## config.mk

```make
export PLATFORM = sky130hd
export DESIGN_NAME = mult_div_unit
export DESIGN_NICKNAME = d
export VERILOG_FILES = /design/src/rtl/mdu_pkg.sv /design/src/rtl/mdu_iter_core.sv /design/src/rtl/mult_div_unit.sv
export SDC_FILE = /design/constraint.sdc
export NUM_CORES = 1
export LEC_CHECK = 0
export CORE_MARGIN = 3
export CORE_UTILIZATION = 55
export CTS_BUF_LIST = sky130_fd_sc_hd__clkbuf_16
export DETAILED_ROUTE_END_ITERATION = 10
export PLACE_DENSITY = 0.78
export SYNTH_ARGS = -nofsm -noshare
export SYNTH_HDL_FRONTEND = slang
export SYNTH_SLANG_ARGS = --single-unit
```

## constraint.sdc

```tcl
create_clock -name CLK -period 14.85 [get_ports CLK]
set_clock_uncertainty 0.1 [all_clocks]
set_input_delay 2.2275 -clock CLK [delete_from_list [all_inputs] [get_ports CLK]]
set_output_delay 2.2275 -clock CLK [all_outputs]
set_load 0.01 [all_outputs]
```

## src/rtl/mdu_pkg.sv

```systemverilog
// mdu_pkg: shared definitions for the iterative multiply/divide unit.
//   op_t     - operation encodings presented on the Op bus
//   state_t  - sequencer states of mult_div_unit
//   DEFAULT_WIDTH - default operand width (HI and LO are each this wide)
package mdu_pkg;

    localparam int unsigned DEFAULT_WIDTH = 32;

    typedef enum logic [1:0] {
        OP_MULT  = 2'b00,
        OP_MULTU = 2'b01,
        OP_DIV   = 2'b10,
        OP_DIVU  = 2'b11
    } op_t;

    typedef enum logic [1:0] {
        ST_IDLE = 2'b00,
        ST_RUN  = 2'b01,
        ST_DONE = 2'b10
    } state_t;

    function automatic logic isDivOp(input logic [1:0] op);
        return op[1];
    endfunction

    function automatic logic isSignedOp(input logic [1:0] op);
        return ~op[0];
    endfunction

endpackage

```

## src/rtl/mdu_iter_core.sv

```systemverilog
// mdu_iter_core: unsigned one-bit-per-cycle datapath.
//   Multiply: shift-add, {hiReg,loReg} accumulates the product, loReg holds
//             the multiplier bits still to be consumed.
//   Divide:   restoring division, hiReg is the partial remainder, loReg
//             shifts the dividend out and the quotient in.
// Ports:
//   CLK, Reset      clock, synchronous active-high reset
//   Load            capture operand magnitudes (loadA -> loReg, loadB held)
//   Enable          perform one iteration at the edge
//   IsDiv           1 = divide iteration, 0 = multiply iteration
//   loadA, loadB    multiplier/dividend and multiplicand/divisor magnitudes
//   nextHi, nextLo  register contents after the current iteration
module mdu_iter_core
    import mdu_pkg::*;
#(
    parameter int unsigned WIDTH = DEFAULT_WIDTH
) (
    input  logic             CLK,
    input  logic             Reset,
    input  logic             Load,
    input  logic             Enable,
    input  logic             IsDiv,
    input  logic [WIDTH-1:0] loadA,
    input  logic [WIDTH-1:0] loadB,
    output logic [WIDTH-1:0] nextHi,
    output logic [WIDTH-1:0] nextLo
);

    logic [WIDTH-1:0] hiReg;
    logic [WIDTH-1:0] loReg;
    logic [WIDTH-1:0] bMag;

    logic [WIDTH:0]   sum;
    logic [WIDTH:0]   shifted;
    logic [WIDTH:0]   diff;
    logic             fits;

    always_comb begin
        // Multiply step: add multiplicand when the current multiplier bit is
        // set, then shift the WIDTH+1-bit sum and loReg right as one unit.
        sum     = {1'b0, hiReg} + (loReg[0] ? {1'b0, bMag} : '0);
        // Divide step: bring the next dividend bit into the remainder and
        // try subtracting the divisor; the borrow bit decides restoration.
        shifted = {hiReg, loReg[WIDTH-1]};
        diff    = shifted - {1'b0, bMag};
        fits    = ~diff[WIDTH];
        if (IsDiv) begin
            nextHi = fits ? diff[WIDTH-1:0] : shifted[WIDTH-1:0];
            nextLo = {loReg[WIDTH-2:0], fits};
        end else begin
            nextHi = sum[WIDTH:1];
            nextLo = {sum[0], loReg[WIDTH-1:1]};
        end
    end

    always_ff @(posedge CLK) begin
        if (Reset) begin
            hiReg <= '0;
            loReg <= '0;
            bMag  <= '0;
        end else if (Load) begin
            hiReg <= '0;
            loReg <= loadA;
            bMag  <= loadB;
        end else if (Enable) begin
            hiReg <= nextHi;
            loReg <= nextLo;
        end
    end

endmodule

```

## src/rtl/mult_div_unit.sv

```systemverilog
// mult_div_unit: iterative MULT/MULTU/DIV/DIVU unit with HI/LO registers.
// Optional feature macro: MDU_EARLY_OUT_EN (zero multiply operand or zero
// divisor finishes in one cycle instead of WIDTH+1).
// Ports:
//   CLK, Reset   clock, synchronous active-high reset
//   Start        launch an operation (sampled only in IDLE)
//   Op           00 MULT, 01 MULTU, 10 DIV, 11 DIVU
//   busA, busB   rs / rt operands; busA also carries MTHI/MTLO data
//   HiWr, LoWr   MTHI / MTLO strobes (IDLE only, Start has priority)
//   Busy         high while an operation is in flight (RUN or DONE)
//   Done         one-cycle pulse when HI/LO hold the new result
//   HI, LO       high product / remainder, low product / quotient
module mult_div_unit
    import mdu_pkg::*;
#(
    parameter int unsigned WIDTH = DEFAULT_WIDTH,
    parameter int unsigned CNT_W = 6
) (
    input  logic             CLK,
    input  logic             Reset,
    input  logic             Start,
    input  logic [1:0]       Op,
    input  logic [WIDTH-1:0] busA,
    input  logic [WIDTH-1:0] busB,
    input  logic             HiWr,
    input  logic             LoWr,
    output logic             Busy,
    output logic             Done,
    output logic [WIDTH-1:0] HI,
    output logic [WIDTH-1:0] LO
);

    state_t           state;
    state_t           stateNext;
    logic [CNT_W-1:0] count;
    op_t              opReg;
    logic [WIDTH-1:0] aReg;
    logic [WIDTH-1:0] bReg;

    logic             startAcc;
    logic             earlyOut;
    logic [WIDTH-1:0] earlyHi;
    logic [WIDTH-1:0] earlyLo;
    logic [WIDTH-1:0] magA;
    logic [WIDTH-1:0] magB;
    logic             lastIter;

    logic [WIDTH-1:0]   coreHi;
    logic [WIDTH-1:0]   coreLo;
    logic [2*WIDTH-1:0] prod;
    logic               negQuo;
    logic               negRem;
    logic [WIDTH-1:0]   fixHi;
    logic [WIDTH-1:0]   fixLo;

    assign startAcc = (state == ST_IDLE) && Start;
    assign lastIter = (state == ST_RUN) && (count == CNT_W'(1));

    always_comb begin
        magA = (isSignedOp(Op) && busA[WIDTH-1]) ? '0 - busA : busA;
        magB = (isSignedOp(Op) && busB[WIDTH-1]) ? '0 - busB : busB;
    end

`ifdef MDU_EARLY_OUT_EN
    always_comb begin
        earlyOut = isDivOp(Op) ? (busB == '0) : ((busA == '0) || (busB == '0));
        earlyHi  = isDivOp(Op) ? busA : '0;
        earlyLo  = isDivOp(Op) ? '1   : '0;
    end
`else
    always_comb begin
        earlyOut = 1'b0;
        earlyHi  = '0;
        earlyLo  = '0;
    end
`endif

    mdu_iter_core #(
        .WIDTH (WIDTH)
    ) uCore (
        .CLK    (CLK),
        .Reset  (Reset),
        .Load   (startAcc),
        .Enable (state == ST_RUN),
        .IsDiv  (isDivOp(opReg)),
        .loadA  (magA),
        .loadB  (magB),
        .nextHi (coreHi),
        .nextLo (coreLo)
    );

    // The final iteration and the sign fix-up share one edge: the fix-up
    // works on the core's post-iteration values so HI/LO land at DONE entry.
    always_comb begin
        negQuo = isSignedOp(opReg) && (aReg[WIDTH-1] ^ bReg[WIDTH-1]);
        negRem = isSignedOp(opReg) && aReg[WIDTH-1];
        prod   = negQuo ? '0 - {coreHi, coreLo} : {coreHi, coreLo};
        fixHi  = prod[2*WIDTH-1:WIDTH];
        fixLo  = prod[WIDTH-1:0];
        if (isDivOp(opReg)) begin
            if (bReg == '0) begin
                fixHi = aReg;
                fixLo = '1;
            end else begin
                fixHi = negRem ? '0 - coreHi : coreHi;
                fixLo = negQuo ? '0 - coreLo : coreLo;
            end
        end
    end

    always_ff @(posedge CLK) begin
        if (Reset) begin
            state <= ST_IDLE;
        end else begin
            state <= stateNext;
        end
    end

    always_comb begin
        stateNext = state;
        Busy      = 1'b0;
        Done      = 1'b0;
        case (state)
            ST_IDLE: begin
                if (Start) begin
                    stateNext = earlyOut ? ST_DONE : ST_RUN;
                end
            end
            ST_RUN: begin
                Busy = 1'b1;
                if (lastIter) begin
                    stateNext = ST_DONE;
                end
            end
            ST_DONE: begin
                Busy      = 1'b1;
                Done      = 1'b1;
                stateNext = ST_IDLE;
            end
            default: stateNext = ST_IDLE;
        endcase
    end

    always_ff @(posedge CLK) begin
        if (Reset) begin
            count <= '0;
            opReg <= OP_MULT;
            aReg  <= '0;
            bReg  <= '0;
            HI    <= '0;
            LO    <= '0;
        end else begin
            case (state)
                ST_IDLE: begin
                    if (Start) begin
                        opReg <= op_t'(Op);
                        aReg  <= busA;
                        bReg  <= busB;
                        if (earlyOut) begin
                            count <= '0;
                            HI    <= earlyHi;
                            LO    <= earlyLo;
                        end else begin
                            count <= CNT_W'(WIDTH);
                        end
                    end else begin
                        if (HiWr) HI <= busA;
                        if (LoWr) LO <= busA;
                    end
                end
                ST_RUN: begin
                    count <= count - CNT_W'(1);
                    if (lastIter) begin
                        HI <= fixHi;
                        LO <= fixLo;
                    end
                end
                default: ;
            endcase
        end
    end

endmodule

```

# ---- Word-level counts from Yosys, hierarchy flattened
# Cells that the tools add are included.
dict set report word_totals {
  out_inout_bits 66
  word_cells 77
  ff_bits 234
  inputBits 71
}
dict set report classes {
  muxes 30
  reduce_logical 17
  add_sub_neg 8
  eq_ne 8
  n_bitwise 4
}
# operator n
set ops {}
lappend ops {{$mux W32} 20}
lappend ops {{$pmux W32 S2} 2}
lappend ops {{$sub A1 B32 Y32 const A} 4}
lappend ops {{$mux W64} 1}
lappend ops {{$sub A1 B64 Y64 const A} 1}
lappend ops {{$add A32 B33 Y33} 1}
lappend ops {{$sub A33 B32 Y33} 1}
lappend ops {{$logic_not A32 Y1} 1}
lappend ops {{$pmux W6 S2} 1}
lappend ops {{$ne A2 B2 Y1 const B} 5}
lappend ops {{$reduce_and A4 Y1} 2}
lappend ops {{$eq A6 B1 Y1 const B} 1}
lappend ops {{$logic_and A1 B1 Y1} 6}
lappend ops {{$mux W6} 1}
lappend ops {{$reduce_and A2 Y1} 3}
lappend ops {{$sub A6 B1 Y6 const B} 1}
lappend ops {{$mux W2} 2}
lappend ops {{$pmux W2 S2} 1}
lappend ops {{$reduce_bool A2 Y1} 2}
lappend ops {{$reduce_or A2 Y1} 2}
lappend ops {{$not A1 Y1} 3}
lappend ops {{$eq A2 B1 Y1 const B} 1}
lappend ops {{$eq A2 B2 Y1 const B} 1}
lappend ops {{$logic_not A2 Y1} 1}
lappend ops {{other kinds (2)} 3}

# ---- Longest topological paths before layout
# Gate-level depths: netlist of the first run.
dict set report logic_depth {
  ltp_word 9
  depth_mapped 27
  depth_no_buf 22
}

# ---- By module
# From an unflattened synthesis of the first run, not the netlist that was laid out.
dict set report hier_totals {
  hier_cells 2499
  area_unflattened_um2 18127.4
}
# mod seq_area_each_um2 area_per_inst_um2 cells_per_inst instances
set modules_own_cells {}
lappend modules_own_cells {mult_div_unit 2762.6 9510.4 1320 1}
lappend modules_own_cells {mdu_iter_core 1921.8 8617.0 1179 1}

# ---- Least setup slack after synthesis of the first run
# OpenSTA, ideal clock, no wires.
dict set report synth_path {
  path_type {reg-to-reg}
  from {reg uCore.bMag[17]}
  to {reg HI[30]}
  arrival_time_ns 5.814
  required_time_ns 14.625
  path_slack_ns 8.811
  stages_incl_launch_ff 27
  path_cell_list {dfxtp_1 inv_1 ha_1 buf_6 a21oi_4 o21ai_2 o2bb2ai_2 or4_4 o211a_1 buf_6 buf_2 buf_2 nand2_1 a21boi_0 ha_1 o21ai_0 nor3_1 and2_1 and2_1 clkbuf_1 nand3_1 o32ai_4 or4b_1 buf_2 or4_4 a2111oi_4 nor3b_1}
}
dict set report synth_between {
  elab_chain_len 9
  word_cells_on_any_way 15
}
# element line_no
set synth_lines {}
lappend synth_lines {{from (decl)} mdu_iter_core.sv:31} ;# logic [WIDTH-1:0] bMag;
lappend synth_lines {{from (signal assigned)} mdu_iter_core.sv:64} ;# bMag <= loadB;
lappend synth_lines {{$sub A33 B32 Y33 or $mux W32 (tied branches)} {mdu_iter_core.sv:45, mdu_iter_core.sv:41}}
lappend synth_lines {{$mux W32 or $add A32 B33 Y33 (tied branches)} {mdu_iter_core.sv:48, mdu_iter_core.sv:41}}
lappend synth_lines {{$mux W32} mdu_iter_core.sv:47} ;# if (IsDiv) begin
lappend synth_lines {{$sub A1 B32 Y32} mult_div_unit.sv:105} ;# fixHi = negRem ? '0 - coreHi : coreHi;
lappend synth_lines {{$mux W32} mult_div_unit.sv:105}
lappend synth_lines {{$mux W32} mult_div_unit.sv:101} ;# if (bReg == '0) begin
lappend synth_lines {{$mux W32 (*)} mult_div_unit.sv:100} ;# if (isDivOp(opReg)) begin
lappend synth_lines {{$mux W32 (*)} mult_div_unit.sv:173} ;# if (lastIter) begin
lappend synth_lines {{$pmux W32 S2 (*)} mult_div_unit.sv:153} ;# case (state)
lappend synth_lines {{to (signal assigned)} mult_div_unit.sv:161} ;# HI <= earlyHi;
lappend synth_lines {{to (signal assigned)} mult_div_unit.sv:167} ;# if (HiWr) HI <= busA;
lappend synth_lines {{to (signal assigned)} mult_div_unit.sv:174} ;# HI <= fixHi;
lappend synth_lines {{to (decl)} mult_div_unit.sv:29} ;# output logic [WIDTH-1:0] HI,
# Mark *: on every way between the ends. The rest lies on a longest branch, timed or not. The select of a mux whose other input is x is not followed.
# A chain may end at the register's enable or synchronous reset.

# ---- Worst setup path after layout of the first run
dict set report layout_path {
  from {reg uCore.loReg[31]}
  to {reg HI[30]}
}
dict set report layout_between {
  elab_chain_len 9
  word_cells_on_any_way 13
}
# element line_no
set layout_lines {}
lappend layout_lines {{from (decl)} mdu_iter_core.sv:30} ;# logic [WIDTH-1:0] loReg;
lappend layout_lines {{from (signal assigned)} mdu_iter_core.sv:63} ;# loReg <= loadA;
lappend layout_lines {{from (signal assigned)} mdu_iter_core.sv:67} ;# loReg <= nextLo;
lappend layout_lines {{$sub A33 B32 Y33} mdu_iter_core.sv:45} ;# diff = shifted - {1'b0, bMag};
lappend layout_lines {{$mux W32} mdu_iter_core.sv:48} ;# nextHi = fits ? diff[WIDTH-1:0] : shifted[WIDTH-1:0];
lappend layout_lines {{$mux W32} mdu_iter_core.sv:47}
lappend layout_lines {{$sub A1 B32 Y32} mult_div_unit.sv:105}
lappend layout_lines {{$mux W32} mult_div_unit.sv:105}
lappend layout_lines {{$mux W32} mult_div_unit.sv:101}
lappend layout_lines {{$mux W32 (*)} mult_div_unit.sv:100}
lappend layout_lines {{$mux W32 (*)} mult_div_unit.sv:173}
lappend layout_lines {{$pmux W32 S2 (*)} mult_div_unit.sv:153}
# Marked as above.

==> results of run 1 <==
## layout make-up
cell class,count,share of cell area
multi-input cells,2111,0.6261
flip-flops and latches,233,0.2198
repair buffers,161,0.07298
clock buffers,29,0.03416
well taps,448,0.02639
inverters,66,0.01166
clock inverters,22,0.008894
## sequential cells by signal (all words and copies together), names as in the netlist
name / cells
HI: 32
LO: 32
aReg: 32
bReg: 32
uCore.hiReg: 32
uCore.loReg: 32
uCore.bMag: 31
count: 6
opReg: 2
state: 2
## cells in the final DEF (no fill, tap or decap), drive strengths merged, types with 17 or more instances in the layout
cell type,n
nor4,36
o21ai,123
and2,56
mux2i,81
ha,73
inv,71
xor2,75
a311oi,17
o31ai,17
nor2,278
nor3,64
a21o,32
o221ai,42
a211oi,85
nand2b,21
nand3,35
buf,26
or3,30
nand4,26
o211ai,26
clkbuf,29
clkdlybuf4s50,135
dfxtp,233
and3,25
xnor2,92
a21oi,270
nand2,326
a31oi,44
## cell families (layout without fill, tap and decap cells)
group                      after synthesis  after routing  share of synthesized area
adders and majority gates               75             75                    0.05034
DFF                                    233            233                     0.2463
buffers and inverters                  253            278                    0.05292
muxes                                   89             89                    0.04797
xor gates and xnor gates               167            167                    0.07723
and+or+nand+nor                        978            978                     0.2441
AOI/OAI and AO/OA                      802            802                     0.2811
## critical path, stage by stage (launching register included)
cell and delay [ns]:
dfxtp_1 0.45, inv_1 0.09, ha_1 0.22, fa_1 0.44
nor2b_1 0.18, o31a_1 0.30, o21ai_0 0.26, a21o_1 0.25
o211a_1 0.17, nand2_1 0.20, a21boi_0 0.36, ha_1 0.29
o21ai_0 0.13, nor3_1 0.34, and2_1 0.32, and2_1 0.43
nand3_1 0.19, o32ai_4 0.28, or4b_1 0.67, or4_4 0.63
a2111oi_4 0.35, nor3b_1 0.08
## where the power goes
group          internal, mW  switching, mW  total (mW)  leakage (nW)
Sequential            0.710         0.0820       0.792          1.91
Combinational         0.468          0.838        1.31          5.49
Clock                 0.405          0.300       0.704         0.465
Total                  1.58           1.22        2.80          7.87
## worst max-delay path by stage
stage               depth (start not counted)     end  slack, ns
global placement                           21  HI[30]       8.41
finish                                     21  HI[30]       7.99
detailed placement                         21  HI[30]       8.20
CTS                                        21  HI[30]       8.18
global route                               21  HI[30]       7.63
floorplan                                  26  HI[30]       8.81
## Yosys cell counts, drive strengths merged, types with 21 or more instances
| library cell | number |
|---|---|
| nor4 | 36 |
| inv | 66 |
| nand2 | 326 |
| nand3 | 35 |
| nand4 | 26 |
| a21oi | 270 |
| dfxtp | 233 |
| ha | 73 |
| o211ai | 26 |
| nor2 | 278 |
| o21ai | 123 |
| or3 | 30 |
| mux2i | 81 |
| nor3 | 64 |
| a31oi | 44 |
| buf | 38 |
| a211oi | 85 |
| a21o | 32 |
| xor2 | 75 |
| xnor2 | 92 |
| and2 | 56 |
| clkbuf | 149 |
| nand2b | 21 |
| and3 | 25 |
| o221ai | 42 |
## per-layer routing
metal / vias to the layer above / routed length, um / global-route usage
li1: 9488 / - / -
met1: 9723 / 29350 / 0.5169
met2: 1148 / 30420 / 0.5731
met3: 200 / 7357 / 0.07024
met4: 2 / 2890 / 0.1445
met5: - / 15 / 0
==> impl_metrics.csv, run 1 <==
group,metric,value,unit
outcome,status,"finished clean",
worst_setup_path,worst_ep_arrival_time,7.24,ns
power_and_ir_drop,p_leak,7.870,nW
detailed_routing,drc,0,
clocking,cts_setup_buffers,0,
finish,n_antenna_cell,0,
floorplanning,initial_core_util,0.5620,
global_routing,grt_max_degree,90,
synth,yosys_warnings,0,
detailed_routing,drtPass1Iterations,6,
global_routing,overflow,0,
clocking,numCtsBuffers,29,
sta,rsz0062_at_grt,"no",
synth,synth-seq-cells,233,
power_and_ir_drop,irDropWorstVdd,0.09449,mV
global_routing,grt_pass1_vias,19180,
detailed_routing,via_count,20560,
floorplanning,pin_count,137,
detailed_routing,wl,70030,um
finish,drive_gt1_frac,0.04500,
place,placed_area,20330,um2
synth,yosys.area.top_type,"dfxtp_1",
worst_setup_path,rrSetupSlack,7.99,ns
hold_path,min_to,"LO[31]",
finish,syn_to_final_growth,12.16,%
synth,yosysSeqAreaShare,0.2463,
finish,fin_area,21240,um2
synth,ys_dominant_reg_cell,"dfxtp_1",
global_routing,antenna_found_initial,1,
worst_setup_path,r2r_end,"HI[30]",
clocking,ctsLongestPathBuffers,3,
floorplanning,core_area,33700,um2
place,placed_cells,3019,
hold_path,hold_depth,2,
clocking,cts_tree,"yes",
worst_setup_path,crit_path_start,"uCore.loReg[31]",
place,dp_hpwl,51420,um
worst_setup_path,r2r_cells,21,
finish,final_util,0.6303,
synth,syn_area,18940,um2
place,gp_congestion,0.9834,
place,pre_cts_ws,8.203,ns
detailed_routing,drtIter0Drc,2524,
finish,layout.area.seq,4668,um2
detailed_routing,ant_nets,0,
worst_setup_path,path_class,"reg2reg",
worst_setup_path,startpoint_type,"register",
clocking,path_clk_slew,0.06,ns
clocking,ctsResizeCount,0,
clocking,cts.htree.levels,1,
synth,async_reset_ff_frac,0,
finish,fin_cells,3070,
finish,multi_input_area,13300,um2
finish,fillers,3154,
place,portBuffers,136,
synth,synth_edf_count,0,
job,maxCapViolations,0,
synth,syn_avg_cell_area,7.292,um2
worst_setup_path,end_kind,"register",
sta,fin_crit,6.862,ns
finish,layout.nets,2748,
sta,worst_slew_pin_slew,1.149,ns
synth,netlist_instances,2597,
power_and_ir_drop,finalPower,2.803,mW
power_and_ir_drop,power_density,132.0,nW/um2
worst_setup_path,rr_startpoint,"uCore.loReg[31]",
hold_path,hold_class,"reg2reg",
global_routing,grt_pass1_wl,108800,um
synth,synth_area_leaders,"dfxtp_1 (25%), a21oi_1 (7.1%), nand2_1 (6.5%), nor2_1 (5.5%), ha_1 (4.8%)",
floorplanning,std_cell_rows,67,
sta,hold_viol_final,0,
sta,finalSetupViolations,0,
synth,synth.net_count,2743,
detailed_routing,viasPerCell,6.697,
sta,fin_crit_sh,0.4621,
clocking,clk_latency,0.60,ns
floorplanning,die_x,191.6,um
hold_path,hp-start,"LO[31]",
sta,fin_setup_tns,0,ns
synth,synth.top_cell.area_share,0.2463,
global_routing,track_usage,0.3729,
clocking,cts.sinks,233,
floorplanning,die_area,36700,um2
sta,max_freq,0.1457,GHz
clocking,cts_hold_buf,0,
worst_setup_path,cp_data_required_time,15.23,ns
floorplanning,fp.dieH,191.6,um
synth,yosysUniqueCellTypes,94,
clocking,root_buffer,"clkbuf_16",
sta,whs,0.3517,ns
worst_setup_path,crit_fanout,8,
sta,postLayoutSetupSlackWorst,7.988,ns
detailed_routing,wl_per_cell,22.81,um
sta,drv_slew,0,
sta,relSlewSlack,0.2341,
Note: power is estimated with default switching activity, not from simulation.
==> run 2, diff against run 1 <==
==> constraint.sdc (replaced) <==
create_clock -name CLK -period 6.7 [get_ports CLK]
set_clock_uncertainty 0.1 [all_clocks]
set_input_delay 1.005 -clock CLK [delete_from_list [all_inputs] [get_ports CLK]]
set_output_delay 1.005 -clock CLK [all_outputs]
set_load 0.01 [all_outputs]
==> impl_metrics.csv, run 2 (synthesized netlist as in run 1, its figures left out) <==
group,metric,value,unit
hold_path,min_to,"LO[19]",
power_and_ir_drop,p_comb_frac,0.467,
worst_setup_path,slowest_delay,0.68,ns
detailed_routing,drtIter0Drc,2597,
worst_setup_path,r2r_end,"HI[30]",
outcome,status,"finished clean",
clocking,numCtsBuffers,28,
finish,multi_input_area,13300,um2
detailed_routing,ant_nets,0,
place,gp_congestion,0.9660,
worst_setup_path,startpoint_type,"register",
floorplanning,die_area,36700,um2
clocking,cts_hold_buf,0,
sta,worst_slew_pin_slew,1.165,ns
finish,layout_commonest_cell,"nand2_1",
detailed_routing,wl,71380,um
job,maxCapViolations,0,
finish,layout.nets,2754,
sta,drv_slew,0,
clocking,ctsResizeCount,0,
detailed_routing,via_count,20660,
clocking,root_buffer,"clkbuf_16",
clocking,cts_tree,"yes",
place,dp_hpwl,52200,um
worst_setup_path,cpMaxStageDelayCell,"or4b_1",
clocking,ctsLongestPathBuffers,3,
global_routing,track_usage,0.3766,
hold_path,hold_depth,2,
worst_setup_path,rrSetupSlack,0.29,ns
power_and_ir_drop,power_density,294.8,nW/um2
clocking,cts.sinks,233,
hold_path,hold_class,"reg2reg",
finish,drive_gt1_frac,0.04871,
global_routing,grt_pass1_wl,109700,um
sta,fin_crit,6.411,ns
floorplanning,fp.dieH,191.6,um
hold_path,hp-start,"LO[19]",
finish,fillers,3086,
detailed_routing,viasPerCell,6.717,
floorplanning,die_x,191.6,um
global_routing,grt_pass1_vias,19230,
worst_setup_path,rr_startpoint,"uCore.loReg[31]",
worst_setup_path,end_kind,"register",
place,portBuffers,136,
sta,fin_setup_tns,0,ns
power_and_ir_drop,irDropWorstVdd,0.2607,mV
global_routing,overflow,0,
worst_setup_path,crit_path_cell_trace,"inv_1 > ha_1 > fa_1 > nor2b_1 > o31a_1 > o21ai_0 > a21o_1 > o211a_1 > nand2_1 > a21boi_1 > ha_1 > o21ai_0 > nor3_1 > and2_1 > and2_1 > nand3_1 > o32ai_4 > or4b_1 > or4_4 > a2111oi_4 > nor3b_1",
power_and_ir_drop,p_leak,7.903,nW
detailed_routing,drc,0,
detailed_routing,wl_per_cell,23.20,um
finish,layout.area.seq,4668,um2
power_and_ir_drop,clkPwrFrac,0.253,
sta,fin_crit_sh,0.9569,
power_and_ir_drop,seqPwrFrac,0.280,
floorplanning,initial_core_util,0.5620,
sta,finalSetupViolations,0,
clocking,path_clk_slew,0.06,ns
sta,max_freq,0.1560,GHz
finish,layout_common_cells,"nand2_1 (325), nor2_1 (278), a21oi_1 (266), dfxtp_1 (232), clkdlybuf4s50_1 (135)",
power_and_ir_drop,p_sw,2.742,mW
finish,n_antenna_cell,0,
floorplanning,pin_count,137,
worst_setup_path,r2r_cells,21,
worst_setup_path,cp_data_required_time,7.05,ns
sta,relSlewSlack,0.2194,
sta,hold_viol_final,0,
clocking,clk_latency,0.59,ns
worst_setup_path,path_class,"reg2reg",
floorplanning,core_area,33700,um2
finish,syn_to_final_growth,12.58,%
power_and_ir_drop,p_sw_frac,0.4363,
global_routing,antenna_found_initial,3,
detailed_routing,drtPass1Iterations,6,
global_routing,grt_max_degree,186,
floorplanning,std_cell_rows,67,
clocking,cts_setup_buffers,0,
power_and_ir_drop,p_int,3.543,mW
power_and_ir_drop,finalPower,6.284,mW
clocking,cts.htree.levels,1,
sta,rsz0062_at_grt,"no",
worst_setup_path,crit_fanout,8,
worst_setup_path,worst_ep_arrival_time,6.76,ns
==> run 2: worst max-delay path, delay by kind of cell (launching register included) <==
kind,cells,cell delay (ns)
compound gates,8,2.09
fa+ha+maj,3,0.92
buf+inv,1,0.06
flops,1,0.33
simple gates,9,2.77
==> run 2: layout make-up <==
type | count | area share
clock inverter | 22 | 0.01068
clock buffer | 28 | 0.03286
inverter | 66 | 0.01162
timing repair buffer | 168 | 0.07576
sequential | 233 | 0.2190
tap | 448 | 0.02629
multi-input combinational | 2111 | 0.6238
==> run 2: worst max-delay path by stage <==
stage	startpoint	to	slack (ns)	cells after the start
floorplan	uCore.bMag[17]	HI[30]	0.66	26
global placement	uCore.loReg[31]	HI[30]	0.66	21
finish	uCore.loReg[31]	HI[30]	0.29	21
CTS	uCore.loReg[31]	HI[30]	0.36	21
detailed placement	uCore.loReg[31]	HI[30]	0.39	21
global route	uCore.loReg[31]	HI[30]	0.04	21
==> run 2: through the flow <==
| stage | instance area (um2) | util | hold WS (ns) | setup slack [ns] | instances |
|---|---|---|---|---|---|
| floorplan | 18940 | - | 0.3320 | 0.6612 | 2597 |
| global placement | 20390 | 0.6051 | 0.3396 | 0.6624 | 3026 |
| detailed placement | 20390 | 0.6051 | 0.3421 | 0.3946 | 3026 |
| CTS | 21320 | 0.6327 | 0.3550 | 0.3595 | 3076 |
| global route | 21320 | 0.6327 | 0.3691 | 0.03638 | 3076 |
| finish | 21320 | 0.6327 | 0.3533 | 0.2890 | 3076 |
==> run 2: per-layer routing <==
metal	routed length, um	track usage
met5	13	0
met4	2903	0.1423
met3	7001	0.06217
met2	31450	0.5805
met1	30010	0.5271
==> run 2: power by group through the flow <==
stage                     clock [mW]  sequential (mW)  combinational [mW]
after global routing            1.65             1.78                3.16
final                           1.59             1.76                2.94
after floorplan                    0             1.74                1.96
after global placement             0             1.77                2.81
after CTS                       1.59             1.75                2.86
after detailed placement           0             1.78                2.84
